`config.mk`:
```
export PLATFORM = sky130hd
export DESIGN_NAME = custom_leds_gpio_ctrl
export DESIGN_NICKNAME = d
export VERILOG_FILES = /design/src/rtl/custom_leds_gpio_ctrl.sv
export SDC_FILE = /design/constraint.sdc
export NUM_CORES = 1
export LEC_CHECK = 0
export BUFFER_PORTS_ARGS = -buffer_cell sky130_fd_sc_hd__buf_2
export CAP_MARGIN = 25
export CORE_MARGIN = 1.5
export CORE_UTILIZATION = 27
export CTS_BUF_LIST = sky130_fd_sc_hd__clkbuf_8
export DETAILED_ROUTE_END_ITERATION = 8
export GPL_TIMING_DRIVEN = 0
export PLACE_DENSITY = 0.53
export SYNTH_ARGS = -nofsm -noshare
export SYNTH_HDL_FRONTEND = slang
export SYNTH_SLANG_ARGS = --single-unit
```
`constraint.sdc`:
```
create_clock -name clk -period 13.4 [get_ports clk]
set_input_delay 1.34 -clock clk [delete_from_list [all_inputs] [get_ports clk]]
set_output_delay 1.34 -clock clk [all_outputs]
set_load 0.1 [all_outputs]
```
`src/rtl/custom_leds_gpio_ctrl.sv`:
```
// Avalon-MM LED + GPIO peripheral: per-LED blink, global PWM dimming, per-pin GPIO direction,
// synchronised GPIO input with sticky rising-edge capture and a maskable level interrupt.
module custom_leds_gpio_ctrl #(
    parameter int NUM_LEDS   = 8,
    parameter int GPIO_WIDTH = 36,
    parameter int PWM_BITS   = 8
) (
    input  logic                  clk,
    input  logic                  reset,
    input  logic [3:0]            avs_address,
    input  logic                  avs_read,
    input  logic                  avs_write,
    input  logic [31:0]           avs_writedata,
    output logic [31:0]           avs_readdata,
    output logic                  avs_readdatavalid,
    output logic [NUM_LEDS-1:0]   leds,
    output logic [GPIO_WIDTH-1:0] gpio_out,
    output logic [GPIO_WIDTH-1:0] gpio_oe,
    input  logic [GPIO_WIDTH-1:0] gpio_in,
    output logic                  irq
);
    // control / status registers
    logic [NUM_LEDS-1:0]   r_led_out;
    logic [NUM_LEDS-1:0]   r_blink_en;
    logic [23:0]           r_blink_period;
    logic [PWM_BITS-1:0]   r_pwm_duty;
    logic [GPIO_WIDTH-1:0] r_gpio_out;
    logic [GPIO_WIDTH-1:0] r_gpio_dir;
    logic [GPIO_WIDTH-1:0] r_edge_cap;
    logic [GPIO_WIDTH-1:0] r_irq_mask;

    // timing and input pipeline
    logic [23:0]           r_blink_cnt;
    logic                  r_blink_phase;
    logic [PWM_BITS-1:0]   r_pwm_cnt;
    logic [GPIO_WIDTH-1:0] r_sync1;
    logic [GPIO_WIDTH-1:0] r_sync2;
    logic [GPIO_WIDTH-1:0] r_hist;

    // registered outputs
    logic [NUM_LEDS-1:0]   r_leds;
    logic                  r_irq;
    logic [31:0]           r_readdata;
    logic                  r_readdatavalid;

    logic [15:0]           w_wr_sel;
    logic [GPIO_WIDTH-1:0] w_gpio_out_next;
    logic [GPIO_WIDTH-1:0] w_gpio_dir_next;
    logic [GPIO_WIDTH-1:0] w_irq_mask_next;
    logic [GPIO_WIDTH-1:0] w_edge_cap_next;
    logic                  w_pwm_on;
    logic [63:0]           w_gpio_out_pad;
    logic [63:0]           w_gpio_dir_pad;
    logic [63:0]           w_gpio_in_pad;
    logic [63:0]           w_edge_cap_pad;
    logic [63:0]           w_irq_mask_pad;
    logic [31:0]           w_rd_mux;

    assign w_wr_sel = avs_write ? (16'd1 << avs_address) : 16'd0;

    // Pins 0..31 live in the LO word, 32..63 in the HI word (the following address).
    genvar gi;
    generate
        for (gi = 0; gi < GPIO_WIDTH; gi++) begin : g_gpio_bit
            localparam int HALF = gi / 32;
            localparam int BIT  = gi % 32;
            logic w_rise;
            logic w_clear;
            assign w_gpio_out_next[gi] = w_wr_sel[4 + HALF]  ? avs_writedata[BIT] : r_gpio_out[gi];
            assign w_gpio_dir_next[gi] = w_wr_sel[6 + HALF]  ? avs_writedata[BIT] : r_gpio_dir[gi];
            assign w_irq_mask_next[gi] = w_wr_sel[12 + HALF] ? avs_writedata[BIT] : r_irq_mask[gi];
            assign w_rise  = r_sync2[gi] & ~r_hist[gi];
            assign w_clear = w_wr_sel[10 + HALF] & avs_writedata[BIT];
            // a new edge beats a simultaneous W1C so no event is ever lost
            assign w_edge_cap_next[gi] = w_rise | (r_edge_cap[gi] & ~w_clear);
        end
    endgenerate

    always_ff @(posedge clk or posedge reset) begin
        if (reset) begin
            r_led_out      <= '0;
            r_blink_en     <= '0;
            r_blink_period <= '0;
            r_pwm_duty     <= '1;
            r_gpio_out     <= '0;
            r_gpio_dir     <= '0;
            r_irq_mask     <= '0;
            r_edge_cap     <= '0;
        end else begin
            if (w_wr_sel[0]) r_led_out      <= avs_writedata[NUM_LEDS-1:0];
            if (w_wr_sel[1]) r_blink_en     <= avs_writedata[NUM_LEDS-1:0];
            if (w_wr_sel[2]) r_blink_period <= avs_writedata[23:0];
            if (w_wr_sel[3]) r_pwm_duty     <= avs_writedata[PWM_BITS-1:0];
            r_gpio_out <= w_gpio_out_next;
            r_gpio_dir <= w_gpio_dir_next;
            r_irq_mask <= w_irq_mask_next;
            r_edge_cap <= w_edge_cap_next;
        end
    end

    // Blink timebase restarts from phase 0 whenever the period is rewritten.
    always_ff @(posedge clk or posedge reset) begin
        if (reset) begin
            r_blink_cnt   <= '0;
            r_blink_phase <= 1'b0;
        end else if (w_wr_sel[2] || (r_blink_period == 24'd0)) begin
            r_blink_cnt   <= '0;
            r_blink_phase <= 1'b0;
        end else if (r_blink_cnt == r_blink_period - 24'd1) begin
            r_blink_cnt   <= '0;
            r_blink_phase <= ~r_blink_phase;
        end else begin
            r_blink_cnt   <= r_blink_cnt + 24'd1;
        end
    end

    assign w_pwm_on = (&r_pwm_duty) | (r_pwm_cnt < r_pwm_duty);

    always_ff @(posedge clk or posedge reset) begin
        if (reset) begin
            r_pwm_cnt <= '0;
            r_sync1   <= '0;
            r_sync2   <= '0;
            r_hist    <= '0;
            r_leds    <= '0;
            r_irq     <= 1'b0;
        end else begin
            r_pwm_cnt <= r_pwm_cnt + 1'b1;
            r_sync1   <= gpio_in;
            r_sync2   <= r_sync1;
            r_hist    <= r_sync2;
            r_leds    <= (r_led_out ^ (r_blink_en & {NUM_LEDS{r_blink_phase}})) & {NUM_LEDS{w_pwm_on}};
            r_irq     <= |(r_edge_cap & r_irq_mask);
        end
    end

    assign w_gpio_out_pad = 64'(r_gpio_out);
    assign w_gpio_dir_pad = 64'(r_gpio_dir);
    assign w_gpio_in_pad  = 64'(r_sync2);
    assign w_edge_cap_pad = 64'(r_edge_cap);
    assign w_irq_mask_pad = 64'(r_irq_mask);

    always_comb begin
        w_rd_mux = 32'h0;
        case (avs_address)
            4'h0:    w_rd_mux = 32'(r_led_out);
            4'h1:    w_rd_mux = 32'(r_blink_en);
            4'h2:    w_rd_mux = {8'h0, r_blink_period};
            4'h3:    w_rd_mux = 32'(r_pwm_duty);
            4'h4:    w_rd_mux = w_gpio_out_pad[31:0];
            4'h5:    w_rd_mux = w_gpio_out_pad[63:32];
            4'h6:    w_rd_mux = w_gpio_dir_pad[31:0];
            4'h7:    w_rd_mux = w_gpio_dir_pad[63:32];
            4'h8:    w_rd_mux = w_gpio_in_pad[31:0];
            4'h9:    w_rd_mux = w_gpio_in_pad[63:32];
            4'hA:    w_rd_mux = w_edge_cap_pad[31:0];
            4'hB:    w_rd_mux = w_edge_cap_pad[63:32];
            4'hC:    w_rd_mux = w_irq_mask_pad[31:0];
            4'hD:    w_rd_mux = w_irq_mask_pad[63:32];
            default: w_rd_mux = 32'h0;
        endcase
    end

    // The mux sees pre-write register values, so a same-cycle read returns the old data.
    always_ff @(posedge clk or posedge reset) begin
        if (reset) begin
            r_readdata      <= '0;
            r_readdatavalid <= 1'b0;
        end else begin
            r_readdata      <= avs_read ? w_rd_mux : 32'h0;
            r_readdatavalid <= avs_read;
        end
    end

    assign avs_readdata      = r_readdata;
    assign avs_readdatavalid = r_readdatavalid;
    assign leds              = r_leds;
    assign gpio_out          = r_gpio_out;
    assign gpio_oe           = r_gpio_dir;
    assign irq               = r_irq;
endmodule

```
==> results.tsv <==
stage	metric	value	unit
outcome	status	finished clean	
clock_tree	clkTransAtPathRegs	60	ps
setup_path	required	13880	ps
grt	grtUsageTotal	0.1731	
sta	rsz0062_at_grt	no	
clock_tree	cts_setup_buffers	0	
grt	grt_start_max_net_pins	112	
layout	layout_common_cells	dfrtp_1, buf_2, mux2_2, nand2_1, a22oi_1	
power_and_ir_drop	power.density	186.8	mW/mm²
power_and_ir_drop	ir_drop	0.1189	mV
power_and_ir_drop	leakage	8.495	nW
grt	grt-ovfl-total	0	
setup_path	startpoint_type	primary input	
synth	async_flop_share	1.000	
setup_path	max_stage_delay	790	ps
synth	synth_edf_count	0	
drt	vias_per_cell	4.851	
clock_tree	clock-sinks	375	
floorplanning	io_pins	190	
drt	post_drt_wl_per_cell	22.00	µm
floorplanning	core-area	0.05650	mm²
clock_tree	clk_path_buf_depth	3	
layout	n_antenna_cell	0	
layout	drive_above_1_share	0.3072	
floorplanning	die_y	242.4	µm
synth	ys_warn_count	0	
clock_tree	ctsResizeCount	0	
drt	drtIter0Drc	781	
placement	place_area	0.01752	mm²
synth	syn-instance-count	1249	
clock_tree	cts_hold_buf	0	
floorplanning	rows	87	
sta	post-route-min-period	3999	ps
floorplanning	die-width	242.4	µm
run	drv_cap	0	
synth	synthesis.area	0.01548	mm²
synth	synth_cell_types	65	
sta	setup_viol	0	
setup_path	rrSetupSlack	9860	ps
setup_path	arrival	4480	ps
clock_tree	clockRootBuffer	clkbuf_8	
layout	area_growth	22.44	%
clock_tree	h-tree-depth	3	
sta	max_freq	250.1	MHz
sta	hold_slack	339.9	ps
clock_tree	clk_latency	640	ps
placement	dp_hpwl	36.31	mm
setup_path	slowest_stage	nor3_1	
clock_tree	cts_made_buffers	66	
sta	max_slew_margin	0.2791	
drt	vias	11230	
synth	ys.flop_type	dfrtp_1	
grt	grt_pass1_wl	75.87	mm
placement	io_buffers	186	
layout	nets	1599	
layout	final_common_cell	dfrtp_1	
drt	first_pass_iters	6	
worst_hold_path	hold_class	flop to flop	
clock_tree	cts_tree	done	
synth	synth_fp_nets	1335	
setup_path	critical_path_class	primary input to flop	
grt	antenna_found_initial	2	
setup_path	critPathCaptureType	flop	
drt	ant_nets	0	
setup_path	crit_fanout	10	
synth	ys_seq_elements	375	
drt	drc	0	
sta	skew	33.63	ps
power_and_ir_drop	total_power	0.003541	W
synth	ys_seq_area_frac	0.6069	
sta	drv_slew	0	
setup_path	crit_chain	clkbuf_1, nand2b_1, nor3_1, nand2_1, o21ai_1, clkbuf_1, nor3_1	
sta	fin_crit_sh	0.2984	
drt	routed_wl	50.94	mm
floorplanning	start_util	0.2740	
synth	syn_area_per_cell	12.39	µm²
sta	tightest_slew	1073	ps
sta	hold_viol_final	0	
floorplanning	fp.dieArea	0.05878	mm²
layout	final_cell_area	0.01895	mm²
grt	grt_pass1_vias	11540	
placement	gp_congestion	0.8652	
cells by family (layout without fill, tap and decap cells):
group / after synthesis / in the layout / synth area share
buffers and inverters: 119 / 429 / 0.03063
DFF: 375 / 375 / 0.6069
adders and majority gates: 10 / 10 / 0.008083
and+or+nand+nor: 281 / 281 / 0.09360
muxes: 164 / 164 / 0.1195
AOI/OAI and AO/OA: 241 / 241 / 0.1079
xor gates and xnor gates: 59 / 59 / 0.03338
cells in the mapped netlist (all sizes together), types with 8 or more instances:
master / n / area (µm²)
xnor2: 27 / 236.5
o21ai: 46 / 230.2
nand2b: 12 / 77.58
a22o: 10 / 87.58
nor2b: 8 / 50.05
nand4: 19 / 133.9
dfstp: 8 / 210.2
inv: 53 / 198.9
nand3: 20 / 100.1
clkbuf: 44 / 165.2
ha: 10 / 125.1
nor3: 37 / 201.5
nor2: 22 / 82.58
nand2: 120 / 450.4
xor2: 32 / 280.3
a22oi: 86 / 645.6
mux2: 157 / 1768
a221oi: 13 / 113.9
a21oi: 17 / 85.08
dfrtp: 367 / 9184
buf: 22 / 110.1
a31oi: 34 / 212.7
power breakdown:
| part | switching [W] | total, W | internal, W |
|---|---|---|---|
| logic | 0.000732 | 0.000969 | 0.000237 |
| registers | 0.000147 | 0.00144 | 0.00129 |
| clock network | 0.000483 | 0.00113 | 0.000651 |
| total | 0.00136 | 0.00354 | 0.00218 |
path summary, 6_finish.rpt:
check | start | end | depth (start not counted)
max | avs_address[1] | r_blink_cnt[22] | 7
min | r_sync1[4] | r_sync2[4] | 0
max reg2reg | r_blink_period[0] | r_blink_cnt[13] | 11
min reg2reg | r_sync1[4] | r_sync2[4] | 0
max in group asynchronous | reset | r_pwm_duty[0] | 4
min in group asynchronous | reset | avs_readdata[18] | 2
critical path, delay by kind of cell:
kind	cells	cell delay (ps)
compound gates	1	620
buf+inv	2	820
simple gates	4	1680
area by class of cell:
type                       instances  area [µm²]
clock buffer                      79        1087
inverter                          53       206.4
timing repair buffer             196        1104
fill                            5638       37540
clock inverter                    35       317.8
sequential                       375        9394
tap                              756       945.9
multi-input combinational        755        5623
buffer                            66       275.3
routing by layer:
layer	GRT usage	share of wire	vias to the layer above	routed length, µm
li1	-	-	5056	-
met1	0.2352	0.45	5717	22950
met2	0.2714	0.47	368	23710
met3	0.03478	0.057	85	2898
met4	0.06544	0.027	4	1360
met5	0	0.00045	-	23
sequential cells by signal, indices dropped and copies added, names as in the netlist, 24 cells and up:
signal          count
avs_readdata       32
gpio_oe            36
gpio_out           36
r_blink_cnt        24
r_blink_period     24
r_edge_cap         36
r_hist             36
r_irq_mask         36
r_sync1            36
r_sync2            36
per-stage QoR:
step	utilization	std cells	setup slack (ps)	TNS, ps
2_1_floorplan	-	1249	1658	0
3_3_place_gp	0.3072	2191	-2489	-897120
3_5_place_dp	0.3101	2199	8762	0
4_1_cts	0.3350	2313	9421	0
5_1_grt	0.3355	2315	9090	0
6_report	0.3355	2315	9401	0
Power figures use the tool's default switching activity.
